`src/rtl/tpu_pkg.sv`:
```
// Shared TPU definitions: unified-buffer arbiter states and requester indices.
package tpu_pkg;

  typedef enum logic [1:0] {
    ST_IDLE  = 2'd0,
    ST_BURST = 2'd1,
    ST_ZERO  = 2'd2
  } ub_arb_state_t;

  localparam int REQ_DMA = 0;
  localparam int REQ_SYS = 1;
  localparam int REQ_VPU = 2;

endpackage

```
`src/rtl/rr_arbiter.sv`:
```
// Combinational round-robin picker: first asserted request at or after ptr, wrapping.
module rr_arbiter #(
  parameter int N_REQ = 3,
  parameter int IDX_W = $clog2(N_REQ)
) (
  input  logic [N_REQ-1:0] req,
  input  logic [IDX_W-1:0] ptr,
  output logic [IDX_W-1:0] gnt_idx,
  output logic             any
);

  int w_idx;

  always_comb begin
    gnt_idx = '0;
    any     = 1'b0;
    w_idx   = 0;
    for (int k = 0; k < N_REQ; k++) begin
      w_idx = int'(ptr) + k;
      if (w_idx >= N_REQ) w_idx = w_idx - N_REQ;
      if (!any && req[w_idx]) begin
        any     = 1'b1;
        gnt_idx = IDX_W'(w_idx);
      end
    end
  end

endmodule

```
`src/rtl/ub_port_arbiter.sv`:
```
// Round-robin owner of the single unified-buffer port: grants one burst at a time,
// drives every beat, and returns read strobes one cycle behind each read beat.
module ub_port_arbiter
  import tpu_pkg::*;
#(
  parameter int N_REQ     = 3,
  parameter int ADDR_W    = 8,
  parameter int DATA_W    = 64,
  parameter int MAX_BURST = 16,
  parameter int LEN_W     = $clog2(MAX_BURST) + 1
) (
  input  logic                      clk,
  input  logic                      rst_n,
  input  logic [N_REQ-1:0]          req_valid,
  input  logic [N_REQ-1:0]          req_write,
  input  logic [N_REQ*ADDR_W-1:0]   req_addr,
  input  logic [N_REQ*LEN_W-1:0]    req_len,
  input  logic [N_REQ*DATA_W-1:0]   req_wdata,
  input  logic                      arb_hold,
  output logic [N_REQ-1:0]          req_ack,
  output logic [N_REQ-1:0]          beat,
  output logic [N_REQ-1:0]          rd_valid,
  output logic                      ub_en,
  output logic                      ub_we,
  output logic [ADDR_W-1:0]         ub_addr,
  output logic [DATA_W-1:0]         ub_wdata,
  input  logic [DATA_W-1:0]         ub_rdata,
  output logic [DATA_W-1:0]         ub_rdata_out,
  output logic                      ub_busy,
  output logic [$clog2(N_REQ)-1:0]  owner
);

  localparam int IDX_W = $clog2(N_REQ);

  function automatic logic [LEN_W-1:0] clamp_len(input logic [LEN_W-1:0] len);
    if (len > LEN_W'(MAX_BURST)) return LEN_W'(MAX_BURST);
    return len;
  endfunction

  ub_arb_state_t     r_state, w_next_state;
  logic [IDX_W-1:0]  r_owner, r_ptr;
  logic [ADDR_W-1:0] r_addr;
  logic              r_write;
  logic [LEN_W-1:0]  r_rem;
  logic [N_REQ-1:0]  r_rd_valid;

  logic [IDX_W-1:0]  w_gnt_idx;
  logic              w_any, w_grant, w_burst, w_last;
  logic [LEN_W-1:0]  w_len_sel;
  logic [N_REQ-1:0]  w_owner_oh;

  rr_arbiter #(.N_REQ(N_REQ), .IDX_W(IDX_W)) u_rr (
    .req     (req_valid),
    .ptr     (r_ptr),
    .gnt_idx (w_gnt_idx),
    .any     (w_any)
  );

  assign w_grant   = (r_state == ST_IDLE) && !arb_hold && w_any;
  assign w_len_sel = clamp_len(req_len[int'(w_gnt_idx)*LEN_W +: LEN_W]);

  always_comb begin
    w_next_state = r_state;
    case (r_state)
      ST_IDLE:  if (w_grant) w_next_state = (w_len_sel == '0) ? ST_ZERO : ST_BURST;
      ST_BURST: if (r_rem == LEN_W'(1)) w_next_state = ST_IDLE;
      ST_ZERO:  w_next_state = ST_IDLE;
      default:  w_next_state = ST_IDLE;
    endcase
  end

  // Control state: cleared asynchronously so an interrupted burst is dropped.
  always_ff @(posedge clk or negedge rst_n) begin
    if (!rst_n) begin
      r_state    <= ST_IDLE;
      r_owner    <= '0;
      r_ptr      <= '0;
      r_rd_valid <= '0;
    end else begin
      r_state    <= w_next_state;
      r_rd_valid <= (w_burst && !r_write) ? w_owner_oh : '0;
      if (w_grant) begin
        r_owner <= w_gnt_idx;
        r_ptr   <= (int'(w_gnt_idx) == N_REQ-1) ? '0 : w_gnt_idx + 1'b1;
      end
    end
  end

  // Burst datapath: only observed while in BURST, so no reset needed.
  always_ff @(posedge clk) begin
    if (w_grant) begin
      r_addr  <= req_addr[int'(w_gnt_idx)*ADDR_W +: ADDR_W];
      r_write <= req_write[w_gnt_idx];
      r_rem   <= w_len_sel;
    end else if (w_burst) begin
      r_addr <= r_addr + 1'b1;
      r_rem  <= r_rem - 1'b1;
    end
  end

  assign w_burst    = (r_state == ST_BURST);
  assign w_last     = (w_burst && (r_rem == LEN_W'(1))) || (r_state == ST_ZERO);
  assign w_owner_oh = {{(N_REQ-1){1'b0}}, 1'b1} << r_owner;

  assign beat         = w_burst ? w_owner_oh : '0;
  assign req_ack      = w_last ? w_owner_oh : '0;
  assign rd_valid     = r_rd_valid;
  assign ub_en        = w_burst;
  assign ub_we        = w_burst && r_write;
  assign ub_addr      = w_burst ? r_addr : '0;
  assign ub_wdata     = w_burst ? req_wdata[int'(r_owner)*DATA_W +: DATA_W] : '0;
  assign ub_rdata_out = ub_rdata;
  assign ub_busy      = (r_state != ST_IDLE);
  assign owner        = r_owner;

endmodule

```
`config.mk`:
```
export PLATFORM = sky130hd
export DESIGN_NAME = ub_port_arbiter
export DESIGN_NICKNAME = d
export VERILOG_FILES = /design/src/rtl/tpu_pkg.sv /design/src/rtl/rr_arbiter.sv /design/src/rtl/ub_port_arbiter.sv
export SDC_FILE = /design/constraint.sdc
export NUM_CORES = 1
export LEC_CHECK = 0
export CAP_MARGIN = 20
export CORE_AREA = 2 2 174 176
export CTS_BUF_LIST = sky130_fd_sc_hd__clkbuf_16
export CTS_CLUSTER_DIAMETER = 200
export DETAILED_ROUTE_END_ITERATION = 8
export DIE_AREA = 0 0 176 178
export GPL_ROUTABILITY_DRIVEN = 0
export REMOVE_ABC_BUFFERS = 1
export SLEW_MARGIN = 30
export SYNTH_ARGS = -nofsm -noshare
export SYNTH_HDL_FRONTEND = slang
export SYNTH_HIERARCHICAL = 1
export SYNTH_SLANG_ARGS = --single-unit
```
`constraint.sdc`:
```
create_clock -name clk -period 2.5 [get_ports clk]
set_input_delay 0.5 -clock clk [delete_from_list [all_inputs] [get_ports clk]]
set_output_delay 0.5 -clock clk [all_outputs]
set_load 0.05 [all_outputs]
```
Word level (Yosys, flattened, before mapping)
Cells that the tools add are included.

Register bits: 23. Word-level logic and storage cells: 88.

Add/subtract/negate cells: 8. Multipliers: 1. Magnitude comparators: 8. Equality and inequality tests: 6. Shift operators: 4. Multiplexer cells: 37. Reduce and logical (&&, ||, !) cells: 17.

Operators by type and width (number): $shiftx 192x9->64 (1); $lt 32x4->1 const B (3); $mux 32 (3); $ge 32x3->1 const B (2); $mux 64 (1); $sub 32x3->32 const B (2); $mux 8 (3); $shiftx 24x6->8 (1); $mux 5 (4); $shiftx 15x6->5 (1); $mux 2 (7); $mux 1 (11); $mux 3 (3); $add 8x1->8 const B (1); $bmux 1 s2 (4); $logic_and 1x1->1 (7); $eq 5x1->1 const B (1); $gt 5x5->1 const B (1); $logic_not 5->1 (1); $mul 2x3->5 const B (1); $sub 5x1->5 const B (1); $eq 2x2->1 const B (2); $logic_not 1->1 (4); $pmux 2 s2 (1); other kinds (14) (15).

Logic depth before layout (Yosys ltp)
Word-level depth: 21. Gate-level depth with buffers: 12.

Cells and area by module
Netlist, hierarchy kept.

Modules (own cells, without submodules): ub_port_arbiter (instances 1, cells each 512, area each 3606.0 um2, sequential area each 645.6 um2); rr_arbiter (instances 1, cells each 26, area each 200.2 um2, sequential area each 0.0 um2).

Worst setup path before layout
OpenSTA, ideal clock, no wires.

Path type: register -> output. From: reg r_owner[0], in the netlist owner[0]. To: out ub_wdata[10]. Data arrival time: 2.170 ns. Required time: 2.000 ns. Slack: -0.170 ns. Cell stages (with the launch flop): 7. Buffers on the path: 3. Path through: dfrtp_1 -> buf_2 -> nor2b_1 -> buf_2 -> buf_1 -> a21oi_1 -> nor2_1.

Word-level cells in the longest chain between the ends: 2.

Ends and longest elaborated chain: start, declared (RTL line ub_port_arbiter.sv:41) `logic [IDX_W-1:0] r_owner, r_ptr;`; start signal, assigned (RTL line ub_port_arbiter.sv:83) `r_owner <= w_gnt_idx;`; $shiftx 192x9->64 (RTL line ub_port_arbiter.sv:111) `assign ub_wdata = w_burst ? req_wdata[int'(r_owner)*DATA_W +: DATA_W] : '0;`; $mux 64 (RTL line ub_port_arbiter.sv:111); end, declared (RTL line ub_port_arbiter.sv:26) `output logic [DATA_W-1:0] ub_wdata,`.

No other way between the ends.

Worst setup path after layout
From: reg r_ptr[0]. To: reg r_rem[1], data pin.

Word-level cells in the longest chain between the ends: 18. Elaborated cells on any way between the ends: 37. Classes of those cells: 5 x add/sub; 1 x mul; 4 x order compare; 1 x shift; 21 x mux; 5 x reduce/logical.

Ends and longest elaborated chain: start, declared (RTL line ub_port_arbiter.sv:41); start signal, assigned (RTL line ub_port_arbiter.sv:84) `r_ptr <= (int'(w_gnt_idx) == N_REQ-1) ? '0 : w_gnt_idx + 1'b1;`; branches (longest 11 deep; another with $sub 32x3->32); $mux 2 (*) (RTL line rr_arbiter.sv:21) `if (!any && req[w_idx]) begin`; net w_gnt_idx[0] (RTL line ub_port_arbiter.sv:47) `logic [IDX_W-1:0] w_gnt_idx;`; $mul 2x3->5 (*) (RTL line ub_port_arbiter.sv:60) `assign w_len_sel = clamp_len(req_len[int'(w_gnt_idx)*LEN_W +: LEN_W]);`; $shiftx 15x6->5 (*) (RTL line ub_port_arbiter.sv:60); $gt 5x5->1 (RTL line ub_port_arbiter.sv:36) `if (len > LEN_W'(MAX_BURST)) return LEN_W'(MAX_BURST);`; $mux 1 (RTL line ub_port_arbiter.sv:36); $mux 5 (*) (RTL line ub_port_arbiter.sv:37) `return len;`; $mux 5 (*) (RTL line ub_port_arbiter.sv:91) `if (w_grant) begin`; end signal, assigned (RTL line ub_port_arbiter.sv:94) `r_rem <= w_len_sel;`; end signal, assigned (RTL line ub_port_arbiter.sv:97) `r_rem <= r_rem - 1'b1;`; end, declared (RTL line ub_port_arbiter.sv:44) `logic [LEN_W-1:0] r_rem;`.

Mark *: on every way through the listed nets, which the timed path passes. The select of a mux whose other input is x is not followed. A chain may end at the register's enable or synchronous reset.

==> reports/qor.txt <==
Clk_lat worst skew: 0.26 ns
Fillcell total: 3102
Final net count: 1118
Mapped Cells: 538
Mux contribution to synthesized area: 22.1%
Post-synth top area cell: mux2i_1
FF+latch count, synth: 23
Clk root buf: clkbuf_16
EDFF count, synth: 14
Reg2reg setup slack: -0.10 ns
TritonCTS clock tree: yes
Final Power: 0.0123 W
Hold Crit Class: reg -> reg
Final hold violations: 0
Worst setup EP type: flop
Initial antenna violation count: 0
Clock skew: 0.00202 ns
Ranking of synthesized cells by area: mux2i_1, nor2_1, buf_4
Synth Area in XOR/XNOR: 2.07%
Int Pwr: 0.00601 W
Cell Rows: 63
Fmax: 0.384 GHz
Final setup fails: 9
Post-Place Cells: 1183
Comb pwr share: 90.1%
Total gr overflow: 0
FFs w/ async S/R, synth: 39.1%
Worst slew margin: 56.5%
Initial Util: 12.9%
Reg power frac: 7.1%
Setup WS post-layout: -0.103 ns
Failing checks: setup timing
Top Ports: 454
Synth Area in Compound Gates: 15.9%
Commonest cells post-synth: nor2_1, mux2i_1, a21oi_1, buf_4
Post-Layout Cell Count: 1197
Max_cap viols: 0
Clock sinks: 23
CP cell instances: buf_6, ha_4, mux2i_4, mux2i_4, mux2i_1, o21ai_2, buf_6, buf_12, mux2i_1, o22a_2, a21oi_2, a21oi_1
DR WL/cell: 19.2 um
Pin count of the biggest net entering global routing: 65
Total core area: 29400 um2
Reg2Reg Launch Point: r_ptr[0]
Hold Path Sink: r_ptr[1]
Post-DP HPWL: 18500 um
WP data required: 2.51 ns
Min-delay src: r_ptr[1]
Full die area: 31300 um2
Outcome: complete, but fails checks
Die Y: 178 um
Number of global-route vias before repair: 4668
Drt drc: 0
Worst hold slack: 0.533 ns
Clk pwr share: 2.8%
Period utilisation layout: 104%
Cells on Worst Hold Path: 2
Longest Clk Path Bufs: 2
Peak VDD IR: 0.000577 V
Yosys top cell area share: 22.1%
First-pass GRT wire length: 31400 um
Post-synthesis sequential area ratio: 17.0%
CP Max Fanout: 7
Net load switching power: 0.00628 W
Drt first-iter violations: 166
Crit Path Class: reg -> reg
I/O Buffers: 325
RSZ-0062 raised after global routing: yes
Syn Area/Cell: 7.07 um2
Antenna-violating nets left: 0
Final WL: 22900 um
Pre-CTS setup slack: -0.472 ns
Worst slew pin tran: 0.650 ns
Post-Syn Area: 3810 um2
Worst R2R Path Depth: 12
H-Tree Level Count: 1
Count leader, synth: nor2_1
Area growth syn-to-layout: 121%
Fraction of layout cells with a size suffix above 1: 21.7%
Min cycle time layout: 2.60 ns
Die Wd: 176 um
CTS Hold Bufs: 0
Largest family of logic cells by synthesized area: simple AND/OR/NAND/NOR gates
Antenna cells: 0
Num CTS Buffers: 3
Library cells used by synthesis: 37
GRT Util Overall: 13.3%
Vias/cell: 4.06
First drt pass iteration count: 4
Leak: 3.29 nW
CP arrival: 2.61 ns
Slew Limit Fails: 0
Via count: 4857
Largest stage delay, worst path: 0.40 ns
Simple-gate share of the synthesized area: 22.4%
Clock-pin slew on the worst setup and hold paths: 0.06 ns
Post-Synth Adder-Cell Area: 1.97%
Synth Warn #: 6
PD cells: 1460 nW/um2
Top_reg_cell synth: edfxtp_1
Worst R2R End: r_rem[1]
Switching portion of total power: 51.1%
Worst setup SP type: flop
Crit-path slowest cell: dfrtp_1
-- registers in the layout (all words and copies together) (netlist names) --
signal	flops
owner	2
r_addr	8
r_state	2
r_ptr	2
r_rem	5
rd_valid	3
r_write	1
-- timing repair --
action,CTS,global route
resized for setup,30,21
cloned,1,0
setup endpoints to repair,34,33
setup buffers,3,7
pin swaps,10,8
-- how the worst max path moves through the flow --
stage                 start  depth (start not counted)  slack (ns)     endpoint
2_1_floorplan      owner[1]                          3       -3.16  ub_wdata[0]
4_1_cts            r_ptr[1]                         11       -0.07    r_addr[6]
6_report           r_ptr[0]                         12       -0.10     r_rem[1]
3_5_place_dp   req_valid[2]                         11       -0.47   r_state[1]
5_1_grt            r_ptr[0]                         12       -0.20     r_rem[3]
3_3_place_gp   req_valid[0]                         10       -0.38   r_state[1]
-- power by group through the flow --
stage	registers, W	clock network, W	logic, W
floorplan	0.00114	0	0.00513
global placement	0.000895	0	0.0103
detailed placement	0.000897	0	0.0104
CTS	0.000867	0.000360	0.0108
global route	0.000901	0.000371	0.0117
finish	0.000870	0.000349	0.0111
-- worst max-delay path, delay by kind of cell (launching register included) --
kind,cells,cell delay (ns)
adders and majority gates,1,0.17
DFF,1,0.40
AOI/OAI and AO/OA,4,0.57
muxes,4,0.80
buffers and inverters,3,0.42
-- cells in the final DEF, fill, tap and decap left out, types with 7 or more instances in the layout --
cell type and n:
a211oi_2 8, a21oi_1 75, and2_1 9, buf_12 85, buf_4 34, buf_6 7, clkdlybuf4s50_1 240, edfxtp_1 14
mux2i_1 79, nand2_1 17, nor2_1 143
-- through the flow --
stage | utilization [%] | setup TNS [ns] | instance area (um2)
5_1_grt | 28.6 | -2.71 | 8410
2_1_floorplan | - | -248.96 | 3130
6_report | 28.6 | -0.538 | 8410
3_5_place_dp | 27.3 | -11.32 | 8020
3_3_place_gp | 27.3 | -9.43 | 8020
4_1_cts | 28.1 | -0.687 | 8260
-- kinds of logic (layout without fill, tap and decap cells) --
group	Yosys count	in the layout
compound gates	103	103
xor+xnor	9	9
fa+ha+maj	6	6
buf+inv	113	382
flops	23	23
mux	84	84
simple gates	200	200
-- layer usage --
layer	track usage, %	wire, um	vias up
li1	-	-	2298
met1	16.2	8990	2223
met2	19.3	10000	314
met3	8.76	3540	16
met4	1.79	158	6
met5	6.41	252	-
-- cell type report --
type / instances / area, um2 / share of cell area [%]
Timing Repair Buffer: 370 / 4490 / 53.4
Multi-Input combinational cell: 402 / 2670 / 31.7
Sequential cell: 23 / 652 / 7.75
Tap cell: 390 / 488 / 5.80
Clock buffer: 3 / 75.1 / 0.892
Inverter: 8 / 30.0 / 0.357
Clock inverter: 1 / 5.00 / 0.0595
Note: power is estimated with default switching activity, not from simulation.
